[src/rtl/serial_addsub_sat_pkg.sv]
// ---------------------------------------------------------------------------
// serial_addsub_pkg
// Shared types and helpers for the digit-serial signed adder/subtractor.
//   state_e    : controller states (IDLE, RUN, DONE)
//   OP_ADD/SUB : encoding of the op input
//   cnt_width  : width of the digit counter for a given WIDTH/DIGIT split
// ---------------------------------------------------------------------------
package serial_addsub_pkg;

  typedef enum logic [1:0] {
    IDLE = 2'd0,
    RUN  = 2'd1,
    DONE = 2'd2
  } state_e;

  localparam logic OP_ADD = 1'b0;
  localparam logic OP_SUB = 1'b1;

  // A single-digit configuration still needs a 1-bit counter so the
  // declaration stays legal; the counter then simply stays at zero.
  function automatic int cnt_width(input int width, input int digit);
    int n;
    n = width / digit;
    return (n > 1) ? $clog2(n) : 1;
  endfunction

endpackage

[src/rtl/serial_addsub_sat_digit_adder.sv]
// ---------------------------------------------------------------------------
// digit_adder
// Purely combinational DIGIT-bit ripple-carry slice; the serial datapath
// pushes one digit of each operand through it per RUN cycle.
// Ports:
//   x, y : DIGIT-bit addend digits
//   cin  : carry into the least significant bit of the digit
//   s    : DIGIT-bit sum digit
//   co   : carry out of the most significant bit of the digit
// ---------------------------------------------------------------------------
module digit_adder #(
  parameter int DIGIT = 2
) (
  input  logic [DIGIT-1:0] x,
  input  logic [DIGIT-1:0] y,
  input  logic             cin,
  output logic [DIGIT-1:0] s,
  output logic             co
);

  // The ripple is walked bit by bit with a procedural carry so the chain
  // does not form a combinational self-loop on a vector net.
  always_comb begin
    logic c;
    c = cin;
    s = '0;
    for (int i = 0; i < DIGIT; i++) begin
      s[i] = x[i] ^ y[i] ^ c;
      c    = (x[i] & y[i]) | (c & (x[i] ^ y[i]));
    end
    co = c;
  end

endmodule

[src/rtl/serial_addsub_sat.sv]
// ---------------------------------------------------------------------------
// serial_addsub_sat
// Digit-serial signed two's-complement adder/subtractor with a valid/ready
// handshake on both sides and registered sum/overflow/carry results.
// An operation is accepted in IDLE, spends WIDTH/DIGIT cycles in RUN
// pushing one digit per cycle through a shared ripple slice, and then
// waits in DONE until the consumer takes the result.
//
// Parameters:
//   WIDTH : operand/result width (>= 2, multiple of DIGIT)
//   DIGIT : bits processed per RUN cycle (1..WIDTH)
//
// Ports:
//   clk       : clock, rising edge
//   rst       : synchronous active-high reset
//   in_valid  : operands and op are valid
//   in_ready  : block can accept operands (IDLE only)
//   a, b      : signed operands
//   op        : 0 = a+b, 1 = a-b
//   out_valid : result valid (DONE)
//   out_ready : consumer accepts the result
//   sum       : signed result
//   ovf       : signed overflow of the true result
//   cout      : carry out of the MSB; for subtract 1 = no borrow
//
// Build option:
//   SERIAL_ADDSUB_SAT_EN : when defined, an overflowing result saturates to
//                          the most positive / most negative value (chosen
//                          by the sign of a); ovf and cout still report the
//                          raw event. When undefined the sum wraps.
// ---------------------------------------------------------------------------
module serial_addsub_sat
  import serial_addsub_pkg::*;
#(
  parameter int WIDTH = 8,
  parameter int DIGIT = 2
) (
  input  logic             clk,
  input  logic             rst,
  input  logic             in_valid,
  output logic             in_ready,
  input  logic [WIDTH-1:0] a,
  input  logic [WIDTH-1:0] b,
  input  logic             op,
  output logic             out_valid,
  input  logic             out_ready,
  output logic [WIDTH-1:0] sum,
  output logic             ovf,
  output logic             cout
);

  localparam int            N        = WIDTH / DIGIT;
  localparam int            CW       = cnt_width(WIDTH, DIGIT);
  localparam logic [CW-1:0] LAST_CNT = CW'(N - 1);

  state_e           state_q, state_d;
  logic [CW-1:0]    cnt_q, cnt_d;
  logic [WIDTH-1:0] a_q, a_d;
  logic [WIDTH-1:0] b_q, b_d;
  logic             carry_q, carry_d;
  logic [WIDTH-1:0] acc_q, acc_d;
  logic [WIDTH-1:0] sum_q, sum_d;
  logic             ovf_q, ovf_d;
  logic             cout_q, cout_d;

  logic [DIGIT-1:0] slice_x, slice_y, slice_s;
  logic             slice_co;
  logic [WIDTH-1:0] raw_full;
  logic             ovf_now;

  assign slice_x = a_q[cnt_q*DIGIT +: DIGIT];
  assign slice_y = b_q[cnt_q*DIGIT +: DIGIT];

  digit_adder #(
    .DIGIT(DIGIT)
  ) u_digit_adder (
    .x  (slice_x),
    .y  (slice_y),
    .cin(carry_q),
    .s  (slice_s),
    .co (slice_co)
  );

  // Partial result including the digit being produced this cycle; on the
  // last RUN cycle this is the complete raw WIDTH-bit sum.
  always_comb begin
    raw_full = acc_q;
    raw_full[cnt_q*DIGIT +: DIGIT] = slice_s;
  end

  // b has already been inverted for subtract, so one rule covers both ops:
  // like-signed addends whose sum flips sign overflowed.
  assign ovf_now = (a_q[WIDTH-1] == b_q[WIDTH-1]) &&
                   (raw_full[WIDTH-1] != a_q[WIDTH-1]);

  always_comb begin
    state_d   = state_q;
    cnt_d     = cnt_q;
    a_d       = a_q;
    b_d       = b_q;
    carry_d   = carry_q;
    acc_d     = acc_q;
    sum_d     = sum_q;
    ovf_d     = ovf_q;
    cout_d    = cout_q;
    in_ready  = 1'b0;
    out_valid = 1'b0;

    unique case (state_q)
      IDLE: begin
        in_ready = 1'b1;
        if (in_valid) begin
          // Subtract is a + ~b + 1: the +1 rides in as the initial carry.
          a_d     = a;
          b_d     = (op == OP_SUB) ? ~b : b;
          carry_d = op;
          cnt_d   = '0;
          acc_d   = '0;
          state_d = RUN;
        end
      end

      RUN: begin
        acc_d   = raw_full;
        carry_d = slice_co;
        cnt_d   = cnt_q + 1'b1;
        if (cnt_q == LAST_CNT) begin
          cnt_d  = '0;
          ovf_d  = ovf_now;
          cout_d = slice_co;
`ifdef SERIAL_ADDSUB_SAT_EN
          if (ovf_now) begin
            sum_d = a_q[WIDTH-1] ? {1'b1, {(WIDTH-1){1'b0}}}
                                 : {1'b0, {(WIDTH-1){1'b1}}};
          end else begin
            sum_d = raw_full;
          end
`else
          sum_d = raw_full;
`endif
          state_d = DONE;
        end
      end

      DONE: begin
        out_valid = 1'b1;
        if (out_ready) begin
          state_d = IDLE;
        end
      end

      default: begin
        state_d = IDLE;
      end
    endcase
  end

  always_ff @(posedge clk) begin
    if (rst) begin
      state_q <= IDLE;
      cnt_q   <= '0;
      a_q     <= '0;
      b_q     <= '0;
      carry_q <= 1'b0;
      acc_q   <= '0;
      sum_q   <= '0;
      ovf_q   <= 1'b0;
      cout_q  <= 1'b0;
    end else begin
      state_q <= state_d;
      cnt_q   <= cnt_d;
      a_q     <= a_d;
      b_q     <= b_d;
      carry_q <= carry_d;
      acc_q   <= acc_d;
      sum_q   <= sum_d;
      ovf_q   <= ovf_d;
      cout_q  <= cout_d;
    end
  end

  assign sum  = sum_q;
  assign ovf  = ovf_q;
  assign cout = cout_q;

endmodule

[config.mk]
export PLATFORM = sky130hd
export DESIGN_NAME = serial_addsub_sat
export DESIGN_NICKNAME = d
export VERILOG_FILES = /design/src/rtl/serial_addsub_sat_pkg.sv /design/src/rtl/serial_addsub_sat_digit_adder.sv /design/src/rtl/serial_addsub_sat.sv
export SDC_FILE = /design/constraint.sdc
export NUM_CORES = 1
export LEC_CHECK = 0
export ABC_AREA = 1
export CAP_MARGIN = 20
export CORE_ASPECT_RATIO = 1.4
export CORE_MARGIN = 5
export CORE_UTILIZATION = 56
export CTS_CLUSTER_SIZE = 28
export DETAILED_ROUTE_END_ITERATION = 10
export PLACE_DENSITY = 0.83
export SYNTH_ARGS = -nofsm -noshare
export SYNTH_HDL_FRONTEND = slang
export SYNTH_HIERARCHICAL = 1
export SYNTH_SLANG_ARGS = --single-unit
export TNS_END_PERCENT = 100
[constraint.sdc]
create_clock -name clk -period 5.6 [get_ports clk]
set_input_delay 1.4 -clock clk [delete_from_list [all_inputs] [get_ports clk]]
set_output_delay 1.4 -clock clk [all_outputs]
set_load 0.005 [all_outputs]
==> results of run 1 <==
final cells by class:
type | instances | area, sq um
Fill cell | 285 | 1016
Multi-Input combinational cell | 171 | 970.9
Sequential cell | 39 | 780.7
Timing Repair Buffer | 32 | 320.3
Inverter | 38 | 147.6
Clock buffer | 5 | 68.82
Tap cell | 40 | 50.05
Clock inverter | 3 | 23.77
per-layer routing:
metal / vias up / GRT usage (%)
li1: 889 / -
met1: 737 / 18.15
met2: 39 / 35.28
met3: 9 / 4.341
met4: 0 / 7.317
met5: - / 0
per-stage QoR:
step           utilization (%)  hold slack [ns]
4_1_cts                  69.93           0.4710
5_1_grt                  69.93           0.4955
2_1_floorplan                -           0.4433
6_report                 69.93           0.4689
3_3_place_gp             67.19           0.4512
3_5_place_dp             67.19           0.4590
placed cells by master, fill, tap and decap left out, types with 2 or more instances in the layout:
cell type	instances
a211oi_1	2
a211oi_2	5
a21oi_1	14
clkbuf_8	5
clkdlybuf4s50_1	32
clkinvlp_4	2
dfxtp_1	39
fa_1	2
ha_1	6
inv_1	33
inv_2	2
inv_4	2
nand2_1	34
nand2_2	2
nand3_1	6
nand4_1	2
nor2_1	39
o21a_1	8
o21ai_0	28
o21ai_1	5
o22ai_1	4
xnor2_1	7
flip-flops by register name (all words and copies together) (netlist names):
| register | count |
|---|---|
| a_q | 8 |
| ovf | 1 |
| b_q | 8 |
| sum | 8 |
| carry_q | 1 |
| acc_q | 8 |
| state_q | 2 |
| cout | 1 |
| cnt_q | 2 |
cell families after synthesis:
family,after synthesis
xor+xnor,8
compound gates,69
fa+ha+maj,8
simple gates,86
buf+inv,50
flops,39
worst paths after layout:
path,from,end,slack (ns)
min,acc_q[2],acc_q[2],0.47
min reg2reg,acc_q[2],acc_q[2],0.47
max,cnt_q[0],acc_q[3],2.45
max reg2reg,cnt_q[0],acc_q[3],2.45
worst max-delay path, cell delays in order, from the launching register on:
cell and delay, ns:
dfxtp_1 0.73, clkinv_1 0.48, o21ai_0 0.30, o22ai_1 0.11, inv_1 0.10, fa_1 0.19
fa_1 0.41, inv_1 0.10, nand3_1 0.13, o21ai_0 0.29, nand2_1 0.08, a21oi_1 0.14
power groups by stage:
| stage | registers [mW] | logic (mW) | clock network, mW |
|---|---|---|---|
| finish | 0.302 | 0.111 | 0.194 |
| global route | 0.304 | 0.128 | 0.207 |
| CTS | 0.302 | 0.112 | 0.198 |
| detailed placement | 0.309 | 0.111 | 0 |
| global placement | 0.308 | 0.108 | 0 |
| floorplan | 0.304 | 0.0846 | 0 |
==> results.ini, run 1 <==
[status]
run_status=completed

[grt]
antenna_found_initial=0
grt_use_total_pct=18.46
grt_overflow_total=0
grt_max_degree=25
grt_pass1_vias=1692
grt_pass1_wl_um=6858

[placed_design]
dp.cells=320
port_buffers=32
dpl_cell_area_sq_um=2270
routabilityCongestion=0.7872
place_ws_ns=2.188
dp_hpwl_um=2834

[pwr]
combPwrFrac_pct=18.2
clkPwrFrac_pct=31.9
p_total_uw=606.9
p_sw_uw=180.8
p_leak_nw=0.9551
pwr-share-seq_pct=49.8
internal_power_uw=426.1
ir_drop_mv=0.1806
powerDensity_nw_per_um2=256.9
switching_share_pct=29.80

[synth]
synthAdderAreaFrac_pct=5.830
synth_area_per_cell_sq_um=7.594
synth_seq_cells=39
synth_edf_count=0
synth_cells=260
async_flop_share_pct=0
ys_warn_count=6
synth.net_count=289
synth_top_family_by_area=compound AO/OA/AOI/OAI gates
synthFlopType=dfxtp_1
synth-seq-area-share_pct=39.54
synthSimpleGateAreaFrac_pct=18.57
synth.area.top_cells=dfxtp_1 (40%), nor2_1 (7.4%), o21ai_0 (7.1%)
synthXorXnorAreaFrac_pct=3.549
yosys-top-cells-count=dfxtp_1 (39), nor2_1 (39), nand2_1 (34)
synth_compound_area_share_pct=21.23
synth.cell_area_sq_um=1974
yosysUniqueCellTypes=31
yosysTopAreaCell=dfxtp_1
synth_top_area_share_pct=39.54
synthMuxAreaShare_pct=0

[clocking]
cts_sinks=39
cts_buffer_depth=2
cts_buffers=5
path_clk_slew_ns=0.08
cts_tree=done
clock-root-buffer=clkbuf_8
h-tree-depth=2
cts_resized=0
cts_hold_buf=0
cts_setup_buffers=0
clk_latency_ns=0.30

[timing]
finalCriticalPeriod_ns=3.151
finalCritPeriodShare_pct=56.27
layout_setup_ws_ns=2.449
finalSetupViolCount=0
hold_viol=0
relSlewSlack_pct=45.70
finClkSkew_ns=0.006069
setup_tns_ns=0
rsz0062_at_grt=no
tightest_slew_ns=0.8120
drv_slew=0
max_freq_mhz=317.3

[critical_path]
crit_fanout=18
r2r_cells=11
cp.required_ns=5.81
crit_path_start_kind=flip-flop
worstSetupPathType=flip-flop to flip-flop
worstPathArrival_ns=3.36
endpoint_kind=flip-flop

[cells_and_area]
areaGrowthSynthToFinish_pct=19.65
drive_above_1_share_pct=7.639
final_area_sq_um=2362
stdcell_count=328
diodes=0
final_net_count=316

[floorplan]
row_count=25
initial_utilization_pct=58.44
die_w_um=60.19
core_sq_um=3378
floorplan.die_area_sq_um=4830
boundaryPins=33
die_h_um=80.26

[detailed_routing]
wl_met2_um=2067
drc=0
via_per_inst=5.104
totalWireLength_um=3868
drt_iter0_drc=40
highest-signal-layer=met4
dr_wl_met3_um=192
vias=1674
drtAntennaViolNets=0
wl_per_cell_um=11.79
drt_first_pass_iters=4
wl_met1_um=1531

[min_path]
holdPathStages=2
min_path_type=flip-flop to flip-flop

[job]
cap_violations=0

Note: power is estimated with default switching activity, not from simulation.
==> inputs of run 2 (changes only) <==
--- a/config.mk
+++ b/config.mk
@@ -9,10 +9,10 @@
 export CAP_MARGIN = 20
 export CORE_ASPECT_RATIO = 1.4
 export CORE_MARGIN = 5
-export CORE_UTILIZATION = 56
+export CORE_UTILIZATION = 47
 export CTS_CLUSTER_SIZE = 28
 export DETAILED_ROUTE_END_ITERATION = 10
-export PLACE_DENSITY = 0.83
+export PLACE_DENSITY = 0.75
 export SYNTH_ARGS = -nofsm -noshare
 export SYNTH_HDL_FRONTEND = slang
 export SYNTH_HIERARCHICAL = 1
==> constraint.sdc (replaced) <==
create_clock -name clk -period 2.77 [get_ports clk]
set_input_delay 0.6925 -clock clk [delete_from_list [all_inputs] [get_ports clk]]
set_output_delay 0.6925 -clock clk [all_outputs]
set_load 0.005 [all_outputs]
==> run 2 against run 1 <==
  * Non-clock buffer count grew 2
  * Fmax up 26%
  * Clock skew down 0.0029 ns
  * Die area rose by 16%
  * Hold slack got worse by 0.0020 ns
==> results.ini, run 2 (same netlist as run 1, synthesis figures left out) <==
[clocking]
clock-root-buffer=clkbuf_8
cts_buffers=5
cts_sinks=39
cts_hold_buf=0
clk_latency_ns=0.28
cts_buffer_depth=2
cts_tree=done
path_clk_slew_ns=0.07
h-tree-depth=2

[cells_and_area]
layout_common_cells=nor2_1 (39), dfxtp_1 (38), nand2_1 (34)
areaGrowthSynthToFinish_pct=20.53
utilization_pct=57.57
fillCellCount=417
diodes=0
final_net_count=318
final_common_cell=nor2_1
drive_above_1_share_pct=9.310
stdcell_count=335

[timing]
rsz0062_at_grt=no
hold_viol=0
finClkSkew_ns=0.003170
finalSetupViolCount=0
max_freq_mhz=401.4
finalCritPeriodShare_pct=89.93
finalCriticalPeriod_ns=2.491
tightest_slew_ns=0.5670
relSlewSlack_pct=62.16
drv_slew=0
setup_tns_ns=0

[detailed_routing]
drc=0
totalWireLength_um=3818
wl_per_cell_um=11.40
drt_iter0_drc=47
drtAntennaViolNets=0
vias=1676
via_per_inst=5.003
drt_first_pass_iters=4

[grt]
antenna_found_initial=0
grt_use_total_pct=15.46
grt_max_degree=25
grt_overflow_total=0
grt_pass1_vias=1641
grt_pass1_wl_um=6913

[critical_path]
crit_fanout=9
rr_startpoint=cnt_q[1]
crit_end=acc_q[3]
crit_start=cnt_q[1]
reg2reg_to=acc_q[3]
r2r_cells=10
crit_path_start_kind=flip-flop
worstPathArrival_ns=2.70
endpoint_kind=flip-flop
cp.required_ns=2.98
worstSetupPathType=flip-flop to flip-flop
reg2reg_setup_slack_ns=0.28

[status]
run_status=completed

[min_path]
min_path_type=flip-flop to flip-flop
hp-start=acc_q[7]

[floorplan]
boundaryPins=33
die_h_um=86.69
floorplan.die_area_sq_um=5615
die_w_um=64.78
row_count=28
initial_utilization_pct=47.76
core_sq_um=4134

[pwr]
powerDensity_nw_per_um2=503.4
ir_drop_mv=0.3363
p_leak_nw=0.9721

[placed_design]
dp_hpwl_um=2888
port_buffers=32
routabilityCongestion=0.7597
dp.cells=327

[job]
cap_violations=0

## run 2: changes by cell type in the layout (fill, tap and decap cells not counted), sizes merged
| cell | before | now |
|---|---|---|
| buf | 0 | 2 |
| clkinv | 1 | 3 |
| clkinvlp | 2 | 1 |
| inv | 38 | 37 |
## run 2: metal layers
| layer | vias to the layer above | track usage [%] | share of wire, % |
|---|---|---|---|
| met5 | - | 0 | 0 |
| met1 | 743 | 15.93 | 41 |
| li1 | 891 | - | - |
| met2 | 34 | 28.68 | 52 |
| met4 | 0 | 7.115 | 2.0 |
| met3 | 8 | 4.021 | 4.6 |
## run 2: critical path, cell delays in order, from the launching register on
cell	delay, ns
dfxtp_1	0.50
o21ai_0	0.15
o22ai_1	0.16
inv_1	0.08
fa_1	0.44
fa_1	0.43
inv_1	0.09
nand3_1	0.11
o21ai_0	0.24
nand2_1	0.08
a21oi_1	0.14
## run 2: layout make-up
class | count | area [sq um] | area share, %
repair buffers | 34 | 335.3 | 14.09
inverters | 38 | 151.4 | 6.362
well taps | 45 | 56.30 | 2.366
clock buffers | 5 | 68.82 | 2.892
clock inverters | 3 | 15.01 | 0.6309
flip-flops and latches | 39 | 782.0 | 32.86
multi-input cells | 171 | 970.9 | 40.80
## run 2: how the worst min path moves through the flow
| stage | slack (ns) | to | depth (start not counted) |
|---|---|---|---|
| after floorplan | 0.44 | acc_q[0] | 2 |
| after global routing | 0.49 | cout | 2 |
| after detailed placement | 0.46 | acc_q[7] | 2 |
| final | 0.47 | acc_q[7] | 2 |
| after CTS | 0.47 | acc_q[7] | 2 |
| after global placement | 0.45 | acc_q[5] | 2 |
## run 2: stage by stage
stage          instance area [sq um]  hold WS (ns)  total power, mW  setup slack [ns]
5_1_grt                         2380        0.4899            1.281           0.01714
4_1_cts                         2375        0.4691            1.212            0.2677
3_5_place_dp                    2291        0.4573           0.8502            0.2729
3_3_place_gp                    2291        0.4522           0.8464            0.3552
2_1_floorplan                   1974        0.4433           0.7860            0.3454
6_report                        2380        0.4668            1.198            0.2788
## run 2: power by group
group | switching (mW) | internal (mW)
clock | 0.190 | 0.172
combinational | 0.131 | 0.0960
sequential | 0.0202 | 0.589
total | 0.341 | 0.857
## run 2: repair_timing
action / 4_1_cts / 5_1_grt
setup endpoints to repair: 0 / 5
gates resized for setup: 0 / 3
buffers inserted: 0 / 0
==> inputs of run 3 (changes only) <==
--- a/config.mk
+++ b/config.mk
@@ -9,10 +9,10 @@
 export CAP_MARGIN = 20
 export CORE_ASPECT_RATIO = 1.4
 export CORE_MARGIN = 5
-export CORE_UTILIZATION = 47
+export CORE_UTILIZATION = 52
 export CTS_CLUSTER_SIZE = 28
 export DETAILED_ROUTE_END_ITERATION = 10
-export PLACE_DENSITY = 0.75
+export PLACE_DENSITY = 0.76
 export SYNTH_ARGS = -nofsm -noshare
 export SYNTH_HDL_FRONTEND = slang
 export SYNTH_HIERARCHICAL = 1
==> constraint.sdc (replaced) <==
create_clock -name clk -period 2.58 [get_ports clk]
set_input_delay 0.645 -clock clk [delete_from_list [all_inputs] [get_ports clk]]
set_output_delay 0.645 -clock clk [all_outputs]
set_load 0.005 [all_outputs]
==> run 3 against run 2 <==
  * Clock skew is 0.0015 ns higher
  * Cell area is 2.4% higher
  * Flip-flop and latch count stayed put
  * Wire length is 2.8% higher
  * Critical path type unchanged
  * Largest cell class unchanged
==> results.ini, run 3 (same netlist as run 1, synthesis figures left out) <==
[grt]
grt_use_total_pct=17.18
grt_pass1_wl_um=6817
grt_max_degree=25
grt_pass1_vias=1587
grt_overflow_total=0
antenna_found_initial=0

[floorplan]
initial_utilization_pct=53.71
boundaryPins=33
die_w_um=62.08
core_sq_um=3676
die_h_um=82.91
row_count=26
floorplan.die_area_sq_um=5147

[timing]
relSlewSlack_pct=64.46
max_freq_mhz=419.7
finalCritPeriodShare_pct=92.35
finalSetupViolCount=0
tightest_slew_ns=0.5325
hold_viol=0
holdWs_ns=0.4727
finalCriticalPeriod_ns=2.383
setup_tns_ns=0
drv_slew=0
finClkSkew_ns=0.004658
rsz0062_at_grt=yes

[status]
run_status=completed

[cells_and_area]
areaGrowthSynthToFinish_pct=23.38
drive_above_1_share_pct=10.31
diodes=0
seqCellArea_sq_um=783.3
final_net_count=319
layout_common_cells=nor2_1 (38), dfxtp_1 (37), nand2_1 (34)
multi_input_area_sq_um=973.4
stdcell_count=333
fillCellCount=325
final_common_cell=nor2_1

[critical_path]
critPathTopFamily=adder cells
endpoint_kind=flip-flop
cp_slowest_cell=fa_1
crit_fanout=9
critPathMaxStageDelay_ns=0.43
reg2reg_setup_slack_ns=0.20
worstPathArrival_ns=2.61
worstSetupPathType=flip-flop to flip-flop
cp_cell_sequence=inv_2 -> nor2_1 -> o22ai_1 -> inv_1 -> fa_1 -> fa_1 -> inv_1 -> nand3_1 -> o21ai_0 -> nand2_1 -> a21oi_1
cp.required_ns=2.81
critPathBufInv=3
crit_path_start_kind=flip-flop

[detailed_routing]
vias=1700
drt_iter0_drc=54
via_per_inst=5.105
drc=0
drtAntennaViolNets=0
wl_per_cell_um=11.79
drt_first_pass_iters=4
totalWireLength_um=3925

[clocking]
cts_setup_buffers=0
h-tree-depth=2
cts_buffer_depth=2
cts_tree=done
path_clk_slew_ns=0.08
clock-root-buffer=clkbuf_8
cts_buffers=5
cts_sinks=39
clk_latency_ns=0.30

[min_path]
min_path_type=flip-flop to flip-flop

[pwr]
ir_drop_mv=0.5697
p_leak_nw=0.9952
p_total_mw=1.516
powerDensity_nw_per_um2=622.2

[placed_design]
dp_hpwl_um=2991
port_buffers=32
dp.cells=325
routabilityCongestion=0.8265

[job]
cap_violations=0

==> run 3: changes by cell type in the layout (fill, tap and decap cells not counted), sizes merged <==
cell    before  now
buf          2    3
bufinv       0    2
clkinv       3    0
inv         37   38
==> run 3: power by group <==
group | internal [mW] | switching (mW) | total (mW)
sequential | 0.632 | 0.0209 | 0.653
clock | 0.386 | 0.225 | 0.611
combinational | 0.105 | 0.147 | 0.252
total | 1.12 | 0.393 | 1.52
==> run 3: final cells by class <==
cell class | instances | area share (%)
multi-input combinational | 171 | 39.96
sequential | 39 | 32.15
timing repair buffer | 35 | 14.07
inverter | 38 | 6.061
clock buffer | 5 | 2.825
clock inverter | 3 | 2.773
tap | 42 | 2.157
==> run 3: worst min-delay path, cell delays in order (launching register included) <==
cell     delay (ns)
dfxtp_1        0.31
nand2_1        0.06
a21oi_1        0.06
==> run 3: final timing paths <==
check                              start  cells past startpoint       end
worst max-delay path            cnt_q[0]                     11  acc_q[3]
worst min-delay path            acc_q[7]                      2  acc_q[7]
worst max register to register  cnt_q[0]                     11  acc_q[3]
worst min register to register  acc_q[7]                      2  acc_q[7]
==> run 3: timing repair <==
action / CTS / global route
hold buffers: 0 / 0
setup endpoints to repair: 0 / 13
gates resized for setup: 0 / 5
==> run 3: per-stage QoR <==
| step | area, sq um | setup WS [ns] | utilization, % |
|---|---|---|---|
| finish | 2436 | 0.1974 | 66.27 |
| global route | 2436 | -0.02472 | 66.27 |
| CTS | 2431 | 0.09043 | 66.13 |
| detailed placement | 2295 | 0.09892 | 62.42 |
| global placement | 2295 | 0.1766 | 62.42 |
| floorplan | 1974 | 0.1554 | - |
==> run 3: metal layers <==
layer	track usage [%]	vias up	share of wire, %
met4	6.564	0	1.7
met5	0	-	0
met3	4.658	7	4.4
met1	19.02	771	41
met2	29.53	28	52
li1	-	894	-
